===== src/rtl/relu_maxpool_stream_if.sv =====
// Valid/ready sample stream between convolution, pooling and downstream stages.
//   data  : signed sample, WIDTH bits
//   valid : producer has a sample this cycle
//   ready : consumer accepts the sample this cycle
// master = producer side, slave = consumer side.
interface relu_maxpool_stream_if #(
  parameter int WIDTH = 16
);
  logic signed [WIDTH-1:0] data;
  logic                    valid;
  logic                    ready;

  modport master (output data, output valid, input ready);
  modport slave  (input data, input valid, output ready);
endinterface


===== src/rtl/relu_maxpool_stream.sv =====
// Streaming ReLU + non-overlapping 1-D max-pool stage.
// Every POOL consecutive samples of a LENY-sample vector reduce to their signed
// maximum (the last window of a vector may be shorter); negatives optionally
// clamp to zero. One result register with valid/ready handshake on the output.
// Ports:
//   clk   : clock, rising edge
//   reset : asynchronous, active-low
//   s_y   : input sample stream (slave)  - data/valid in, ready out
//   m_z   : pooled result stream (master) - data/valid out (registered), ready in
module relu_maxpool_stream #(
  parameter int WIDTH  = 16,
  parameter int LENY   = 15,
  parameter int POOL   = 3,
  parameter int RELU   = 1,
  parameter int LOGLEN = 4
) (
  input  logic                  clk,
  input  logic                  reset,
  relu_maxpool_stream_if.slave  s_y,
  relu_maxpool_stream_if.master m_z
);

  logic [LOGLEN-1:0]       elem_cnt;
  logic [LOGLEN-1:0]       win_cnt;
  logic signed [WIDTH-1:0] acc;
  logic signed [WIDTH-1:0] out_data;
  logic                    out_valid;

  logic                    in_xfer;
  logic                    out_xfer;
  logic                    last_elem;
  logic                    win_first;
  logic                    win_close;
  logic signed [WIDTH-1:0] cand;
  logic signed [WIDTH-1:0] result;

  // Ready is held low during reset; otherwise accept whenever the result
  // register is empty or draining this cycle.
  assign s_y.ready = reset ? (!out_valid || m_z.ready) : 1'b0;
  assign m_z.data  = out_data;
  assign m_z.valid = out_valid;

  assign in_xfer   = s_y.valid && s_y.ready;
  assign out_xfer  = out_valid && m_z.ready;
  assign last_elem = (elem_cnt == LOGLEN'(LENY - 1));
  assign win_first = (win_cnt == '0);
  // The final window of a vector closes early when LENY is not a multiple of POOL.
  assign win_close = in_xfer && ((win_cnt == LOGLEN'(POOL - 1)) || last_elem);

  always_comb begin
    cand   = s_y.data;
    result = '0;
    if (!win_first && (acc > s_y.data)) begin
      cand = acc;
    end
    if ((RELU != 0) && cand[WIDTH-1]) begin
      result = '0;
    end else begin
      result = cand;
    end
  end

  always_ff @(posedge clk or negedge reset) begin
    if (!reset) begin
      elem_cnt <= '0;
      win_cnt  <= '0;
      acc      <= '0;
    end else if (in_xfer) begin
      acc      <= cand;
      elem_cnt <= last_elem ? '0 : elem_cnt + 1'b1;
      win_cnt  <= win_close ? '0 : win_cnt + 1'b1;
    end
  end

  // A closing window in the same cycle as a drain reloads the register
  // instead of clearing it, keeping full throughput.
  always_ff @(posedge clk or negedge reset) begin
    if (!reset) begin
      out_data  <= '0;
      out_valid <= 1'b0;
    end else if (win_close) begin
      out_data  <= result;
      out_valid <= 1'b1;
    end else if (out_xfer) begin
      out_valid <= 1'b0;
    end
  end

endmodule


===== src/flat_wrapper.sv =====
// flat-port wrapper written by rule: the top's interface ports become plain ports
module relu_maxpool_stream_flat 
#(
  parameter int WIDTH  = 16,
  parameter int LENY   = 15,
  parameter int POOL   = 3,
  parameter int RELU   = 1,
  parameter int LOGLEN = 4
)
  (clk, reset, s_y_data, s_y_valid, s_y_ready, m_z_data, m_z_valid, m_z_ready);
  relu_maxpool_stream_if #(.WIDTH(WIDTH)) s_y_i ();
  relu_maxpool_stream_if #(.WIDTH(WIDTH)) m_z_i ();
  input  logic clk;
  input  logic reset;
  input wire logic [$bits(s_y_i.data)-1:0] s_y_data;
  input wire logic [$bits(s_y_i.valid)-1:0] s_y_valid;
  output wire logic [$bits(s_y_i.ready)-1:0] s_y_ready;
  output wire logic [$bits(m_z_i.data)-1:0] m_z_data;
  output wire logic [$bits(m_z_i.valid)-1:0] m_z_valid;
  input wire logic [$bits(m_z_i.ready)-1:0] m_z_ready;
  assign s_y_i.data = s_y_data;
  assign s_y_i.valid = s_y_valid;
  assign s_y_ready = s_y_i.ready;
  assign m_z_data = m_z_i.data;
  assign m_z_valid = m_z_i.valid;
  assign m_z_i.ready = m_z_ready;
  relu_maxpool_stream #(.WIDTH(WIDTH), .LENY(LENY), .POOL(POOL), .RELU(RELU), .LOGLEN(LOGLEN)) u_core (.clk(clk), .reset(reset), .s_y(s_y_i), .m_z(m_z_i));
endmodule

===== config.mk =====
export PLATFORM = sky130hd
export DESIGN_NAME = relu_maxpool_stream_flat
export DESIGN_NICKNAME = d
export VERILOG_FILES = /design/src/rtl/relu_maxpool_stream_if.sv /design/src/rtl/relu_maxpool_stream.sv /design/src/flat_wrapper.sv
export SDC_FILE = /design/constraint.sdc
export NUM_CORES = 1
export LEC_CHECK = 0
export BUFFER_PORTS_ARGS = -buffer_cell sky130_fd_sc_hd__buf_2
export CORE_MARGIN = 2
export CORE_UTILIZATION = 39
export CTS_CLUSTER_DIAMETER = 80
export DETAILED_ROUTE_END_ITERATION = 10
export GPL_ROUTABILITY_DRIVEN = 1
export PLACE_DENSITY = 0.69
export SYNTH_ARGS = -nofsm -noshare
export SYNTH_HDL_FRONTEND = slang
export SYNTH_SLANG_ARGS = --single-unit

===== constraint.sdc =====
create_clock -name clk -period 5.9 [get_ports clk]
set_input_delay 0.885 -clock clk [delete_from_list [all_inputs] [get_ports clk]]
set_output_delay 0.885 -clock clk [all_outputs]
set_load 0.02 [all_outputs]

* Yosys cells after proc, flatten, opt, wreduce, memory -nomap -nowiden *
Index checks and enable logic that the tools add are counted.

storage, ports and cells
  memories = 0
  output and inout bits = 18
  latch bits = 0
  memory bits (read-only) = 0
  flip-flop bits (word level) = 41
  RAM bits = 0

cells by class
  eq/ne operators = 2
  reductions and logical operators = 10
  multipliers = 0
  add/subtract/negate cells = 2
  muxes and demuxes = 7
  div/mod/pow operators = 0
  $lt $le $gt $ge = 1
  shift operators = 0
  bitwise logic cells = 0

operators by type and width
  cell                                                                   number
  16-bit > comparator                                                    1
  16-bit two-way mux                                                     1
  15-bit two-way mux                                                     1
  4-bit by 1-bit adder with 4-bit output, second input constant          2
  4-bit two-way mux                                                      2
  4-bit by 2-bit equality test with 1-bit output, second input constant  1
  4-bit equality test, second input constant                             1
  1-bit logical AND                                                      4
  4-bit logical NOT                                                      1
  1-bit two-way mux                                                      3
  1-bit logical NOT                                                      2
  1-bit logical OR                                                       2
  2-bit nonzero test                                                     1

* Depth between registers and ports, before layout *
Gate-level depths: netlist of the first run.

  word-level depth = 6
  mapped depth = 10
  gate-level depth less buffers = 8

* Worst setup path before layout of the first run *
OpenSTA, ideal clock, no wires.

  path type = in2reg
  from = in s_y_data[7]
  to = reg u_core.acc[0]
  data required time = 5.775 ns
  stages on the path = 9
  path buffers = 2
  path slack = 2.834 ns
  arrival = 2.940 ns
  library setup time = 0.125 ns
  path through = inv_1 ha_1 nand4_2 a2111o_1 and3_1 buf_6 a211oi_4 buf_8 mux2_4

between the ends
  longest elaborated chain between the ends = 3

ends and longest elaborated chain
  item                  line                       RTL
  from (decl)           flat_wrapper.sv:15         input wire logic [$bits(s_y_i.data)-1:0] s_y_data;
  16-bit > comparator   relu_maxpool_stream.sv:53  if (!win_first && (acc > s_y.data)) begin
  1-bit logical AND     relu_maxpool_stream.sv:53
  16-bit two-way mux    relu_maxpool_stream.sv:53
  to (signal assigned)  relu_maxpool_stream.sv:69  acc <= cand;
  to (decl)             relu_maxpool_stream.sv:25  logic signed [WIDTH-1:0] acc;

Every way passes these cells.
A chain may end at the register's enable or synchronous reset.

* Worst setup path after layout of the first run *
  from = in s_y_data[15]
  to = reg u_core.acc[7]

Same word-level chain as after synthesis.

==> results of run 1 <==
==> cell usage in the layout (no fill, tap or decap), types with 2 or more instances in the layout <==
| cell | netlist | final |
|---|---|---|
| nand2_1 | 45 | 45 |
| dfrtp_1 | 40 | 40 |
| buf_2 | 3 | 36 |
| inv_1 | 19 | 19 |
| ha_1 | 19 | 19 |
| mux2i_1 | 15 | 15 |
| a221o_1 | 15 | 15 |
| o21ai_0 | 10 | 10 |
| mux2_4 | 10 | 10 |
| a21oi_1 | 8 | 8 |
| mux2_2 | 7 | 7 |
| clkbuf_8 | 0 | 5 |
| nor2_1 | 4 | 4 |
| nand3_1 | 4 | 4 |
| nand2b_1 | 3 | 3 |
| nand4_2 | 3 | 3 |
| buf_4 | 1 | 3 |
| o211ai_1 | 2 | 2 |
| and3_1 | 2 | 2 |
| nor4_2 | 2 | 2 |
==> flip-flops by register name, indices dropped and copies added (netlist names) <==
signal	flops
u_core.m_z.valid	1
u_core.m_z.data	15
u_core.elem_cnt	4
u_core.acc	16
u_core.win_cnt	4
==> layer usage <==
layer  routed length (um)  GRT usage (%)
met5                    0              0
met4                  116           5.34
met3                  143           3.44
met1                 2330           19.3
met2                 2510           26.2
==> cells by family after synthesis <==
logic type      share of synthesized area (%)
simple gates                             15.4
compound gates                           14.8
flops                                    39.7
mux                                      15.0
buf+inv                                  5.51
fa+ha+maj                                9.42
other cells                             0.149
==> metrics by stage <==
| step | cells | total power [mW] | setup WS (ns) | hold slack [ns] |
|---|---|---|---|---|
| 2_1_floorplan | 236 | 0.866 | 2.83 | 0.511 |
| 3_3_place_gp | 343 | 0.965 | 1.82 | 0.493 |
| 3_5_place_dp | 343 | 0.979 | 1.77 | 0.497 |
| 4_1_cts | 351 | 1.21 | 2.05 | 0.518 |
| 5_1_grt | 351 | 1.30 | 1.87 | 0.537 |
| 6_report | 351 | 1.20 | 2.09 | 0.513 |
==> final timing paths <==
path	from	to	depth (start not counted)
max in group asynchronous	reset	u_core.acc[2]	2
worst min-delay path	u_core.m_z.data[6]	u_core.m_z.data[6]	1
worst min register to register	u_core.m_z.data[6]	u_core.m_z.data[6]	1
worst max register to register	u_core.acc[15]	u_core.acc[7]	6
worst max-delay path	s_y_data[15]	u_core.acc[7]	8
min in group asynchronous	reset	u_core.acc[8]	2
==> power by group <==
group,internal (mW),switching [mW]
clock network,0.125,0.102
logic,0.245,0.248
registers,0.378,0.104
total,0.748,0.454
==> area by class of cell <==
type                       count  area, um2  share of cell area, %
timing repair buffer          39        203                   7.07
clock inverter                 3       42.5                   1.48
multi-input combinational    168       1380                   48.3
sequential                    40       1000                   34.9
clock buffer                   5       68.8                   2.40
inverter                      19       71.3                   2.49
tap                           77       96.3                   3.36
==> critical path: cells and delay by family <==
| family | cells | cell delay [ns] |
|---|---|---|
| compound gates | 2 | 1.39 |
| simple gates | 2 | 0.75 |
| mux | 1 | 0.42 |
| fa+ha+maj | 1 | 0.35 |
| buf+inv | 2 | 0.18 |
==> impl_metrics.py, run 1 <==
metrics = {
    "run_status": {
        "outcome": "complete, no violations",
    },
    "logic_synthesis": {
        "async_flop_share_pct": 100,
        "synth_ff_type": "dfrtp_1",
        "syn_nets": 275,
        "yosysTopAreaCellShare_pct": 39.7,
        "synth-seq-cells": 40,
        "seq_area_frac_synth_pct": 39.7,
        "yosysWarnings": 0,
        "yosys-top-cells-area": "dfrtp_1, ha_1, nand2_1, a221o_1, mux2_4",
        "syn_inst": 236,
        "yosysTopAreaCell": "dfrtp_1",
        "ys_types": 41,
        "netlist_area_mm2": 0.00252,
        "yosysMostFrequentCell": "nand2_1",
        "yosys-top-cells-count": "nand2_1, dfrtp_1, ha_1, inv_1",
        "synth_area_per_cell_um2": 10.7,
        "synth_edf_count": 0,
    },
    "placed_design": {
        "io_buffers": 36,
        "placed_cell_area_mm2": 0.00275,
        "place_congestion": 0.766,
        "dpl.hpwl_um": 3650,
    },
    "die": {
        "fp.coreArea_mm2": 0.00631,
        "die_area_mm2": 0.00713,
        "rows": 29,
        "die_w_um": 84.4,
        "io-pin-count": 38,
        "start_util_pct": 40.0,
        "die_h_um": 84.4,
    },
    "finish": {
        "nFillCells": 597,
        "fin_nets": 312,
        "drive_gt1_share_pct": 28.1,
        "diodes": 0,
        "syn_to_final_growth_pct": 13.6,
        "final_util_pct": 45.4,
        "design_area_mm2": 0.00287,
    },
    "routing": {
        "wl_per_cell_um": 14.5,
        "vias": 1865,
        "route.detailed.drc": 0,
        "detail-route-antenna-nets": 0,
        "vias_per_cell": 5.31,
        "wirelength_um": 5100,
        "dr.pass1.iters": 4,
        "drt_iter0_markers": 100,
    },
    "setup_path": {
        "slowest_delay_ns": 1.03,
        "crit_slowest_cell": "a211oi_4",
        "reg2reg_slack_ns": 2.40,
        "endpoint_kind": "flop",
        "path_cells": "buf_2, inv_1, ha_1, nand4_2, a2111o_1, and3_1, a211oi_4, mux2_2",
        "worst_ep_arrival_time_ns": 3.99,
        "worstPathMaxFanout": 17,
        "cp-start-kind": "input port",
        "path_class": "input port to flop",
        "critPathRequiredTime_ns": 6.08,
    },
    "clock_tree": {
        "cts_root_buffer": "clkbuf_8",
        "cts_hold_buf": 0,
        "clock_path_buffers": 2,
        "postCtsResizedCells": 0,
        "worstSkewPairLatency_ns": 0.30,
        "clock_sinks": 40,
        "cts-buffers-inserted": 5,
        "cts_tree": "yes",
        "clk_pin_slew_ns": 0.08,
        "postCtsSetupRepairBufs": 0,
        "cts.htree.levels": 2,
    },
    "sta": {
        "slew-limit-headroom_pct": 27.8,
        "hold_viol": 0,
        "drv_slew": 0,
        "max_freq_mhz": 263,
        "period_minus_slack_ns": 3.81,
        "rsz0062_at_grt": "no",
        "fin_tns_setup_ns": 0,
        "clock_skew_ns": 0.0136,
        "worstMarginPinSlew_ns": 1.08,
        "setup-violations-final": 0,
        "fin_crit_sh_pct": 64.5,
    },
    "pwr": {
        "ir_worst_vdd_mv": 0.170,
        "powerDensity_mw_per_mm2": 419,
        "power.leakage_nw": 1.42,
    },
    "global_routing": {
        "overflow": 0,
        "grt_max_degree": 43,
        "grtUsageTotal_pct": 15.4,
        "grt_pass1_wl_um": 8720,
        "antenna_found_initial": 0,
        "grt_pass1_vias": 1830,
    },
    "flow_run": {
        "cap_violations": 0,
    },
    "min_path": {
        "min_path_type": "flop to flop",
    },
}
Note: power is estimated with default switching activity, not from simulation.
==> run 2: changes to the inputs <==
--- a/config.mk
+++ b/config.mk
@@ -11,7 +11,7 @@
 export CTS_CLUSTER_DIAMETER = 80
 export DETAILED_ROUTE_END_ITERATION = 10
 export GPL_ROUTABILITY_DRIVEN = 1
-export PLACE_DENSITY = 0.69
+export PLACE_DENSITY = 0.71
 export SYNTH_ARGS = -nofsm -noshare
 export SYNTH_HDL_FRONTEND = slang
 export SYNTH_SLANG_ARGS = --single-unit
==> constraint.sdc (replaced) <==
create_clock -name clk -period 3.2 [get_ports clk]
set_input_delay 0.48 -clock clk [delete_from_list [all_inputs] [get_ports clk]]
set_output_delay 0.48 -clock clk [all_outputs]
set_load 0.02 [all_outputs]
==> impl_metrics.py, run 2 (synthesized netlist as in run 1, its figures left out) <==
metrics = {
    "routing": {
        "wl_per_cell_um": 14.5,
        "wirelength_um": 5160,
        "detail-route-antenna-nets": 0,
        "drt_iter0_markers": 86,
        "dr.pass1.iters": 4,
        "vias": 1893,
        "vias_per_cell": 5.32,
        "route.detailed.drc": 0,
    },
    "setup_path": {
        "critPathRequiredTime_ns": 3.37,
        "crit_slowest_cell": "dfrtp_1",
        "path_cells": "ha_1, nand4_2, a2111o_1, and3_1, a211oi_4, buf_4, mux2_2",
        "path_class": "flop to flop",
        "slowest_delay_ns": 0.43,
        "worst_ep_arrival_time_ns": 2.83,
        "endpoint_kind": "flop",
        "cp-start-kind": "flop",
        "worstPathMaxFanout": 8,
    },
    "sta": {
        "fin_crit_sh_pct": 83.1,
        "fin_tns_setup_ns": 0,
        "rsz0062_at_grt": "no",
        "worstMarginPinSlew_ns": 0.776,
        "layout_setup_ws_ns": 0.541,
        "hold_viol": 0,
        "period_minus_slack_ns": 2.66,
        "slew-limit-headroom_pct": 47.8,
        "setup-violations-final": 0,
        "clock_skew_ns": 0.00622,
        "drv_slew": 0,
        "max_freq_mhz": 376,
    },
    "finish": {
        "final_common_cell": "nand2_1",
        "largest_reg_flops": 16,
        "largest_register": "u_core.acc",
        "syn_to_final_growth_pct": 14.0,
        "fin_nets": 318,
        "diodes": 0,
        "fin_cells": 356,
        "final_util_pct": 45.6,
        "layout_common_cells": "nand2_1, dfrtp_1, buf_2",
        "nFillCells": 620,
        "drive_gt1_share_pct": 29.0,
    },
    "die": {
        "die_h_um": 84.4,
        "die_w_um": 84.4,
        "start_util_pct": 40.0,
        "die_area_mm2": 0.00713,
        "fp.coreArea_mm2": 0.00631,
        "rows": 29,
        "io-pin-count": 38,
    },
    "clock_tree": {
        "cts_root_buffer": "clkbuf_8",
        "cts_tree": "yes",
        "cts_hold_buf": 0,
        "clk_pin_slew_ns": 0.08,
        "postCtsSetupRepairBufs": 0,
        "clock_path_buffers": 2,
        "clock_sinks": 40,
        "postCtsResizedCells": 0,
        "cts.htree.levels": 2,
        "worstSkewPairLatency_ns": 0.29,
        "cts-buffers-inserted": 5,
    },
    "pwr": {
        "ir_worst_vdd_mv": 0.305,
        "clkPwrFrac_pct": 14.9,
        "internal-power_mw": 1.31,
        "power.leakage_nw": 1.44,
        "p_sw_uw": 823,
        "p_comb_share_pct": 43.4,
        "p_seq_share_pct": 41.7,
        "total_power_mw": 2.13,
        "swShare_pct": 38.5,
        "powerDensity_mw_per_mm2": 742,
    },
    "flow_run": {
        "cap_violations": 0,
    },
    "run_status": {
        "outcome": "complete, no violations",
    },
    "placed_design": {
        "place_ws_ns": 0.305,
        "place_congestion": 0.802,
        "io_buffers": 36,
        "dpl.cell_count": 349,
        "dpl.hpwl_um": 3890,
    },
    "min_path": {
        "min_path_type": "input port to asynchronous set/reset pin",
    },
    "global_routing": {
        "grtUsageTotal_pct": 15.0,
        "grt_pass1_wl_um": 8670,
        "grt_max_degree": 42,
        "overflow": 0,
        "grt_pass1_vias": 1863,
        "antenna_found_initial": 0,
    },
}
## run 2: worst max-delay path: cells and delay by family, from the launching register on
kind	cells	cell delay [ns]
buf+inv	1	0.24
flops	1	0.43
simple gates	2	0.52
compound gates	2	0.61
mux	1	0.35
fa+ha+maj	1	0.38
## run 2: metal layers
metal | track usage (%) | routed length [um] | up-vias
met5 | 0 | 0 | -
met4 | 4.62 | 74 | 0
met3 | 2.56 | 156 | 8
met2 | 25.1 | 2540 | 41
met1 | 19.9 | 2380 | 914
li1 | - | - | 930
## run 2: per-stage QoR
step	hold slack (ns)	cell area [um2]
5_1_grt	0.421	2880
6_report	0.342	2880
3_5_place_dp	0.496	2800
2_1_floorplan	0.184	2520
4_1_cts	0.381	2880
3_3_place_gp	0.492	2800
## run 2: power by group through the flow
stage / registers (mW) / clock network [mW] / logic (mW)
2_1_floorplan: 0.921 / 0 / 0.676
3_3_place_gp: 0.893 / 0 / 0.915
3_5_place_dp: 0.898 / 0 / 0.939
4_1_cts: 0.891 / 0.333 / 0.941
5_1_grt: 0.926 / 0.350 / 1.02
6_report: 0.890 / 0.318 / 0.927
## run 2: layout make-up
cell class,count,area (um2),share of cell area [%]
inverters,19,71.3,2.48
clock buffers,6,72.6,2.52
multi-input cells,168,1380,48.1
flip-flops and latches,40,1000,34.8
repair buffers,45,248,8.61
well taps,77,96.3,3.35
clock inverters,1,5.00,0.174
## run 2: final timing paths
kind / cells after the start / end / slack [ns] / start
worst max register to register: 7 / u_core.acc[8] / 0.54 / u_core.acc[15]
worst max-delay path: 7 / u_core.acc[8] / 0.54 / u_core.acc[15]
max in group asynchronous: 2 / u_core.acc[8] / 2.48 / reset
worst min register to register: 1 / u_core.m_z.data[5] / 0.51 / u_core.m_z.data[5]
worst min-delay path: 2 / u_core.m_z.data[12] / 0.34 / reset
min in group clk: 2 / u_core.m_z.data[4] / 0.45 / s_y_data[4]
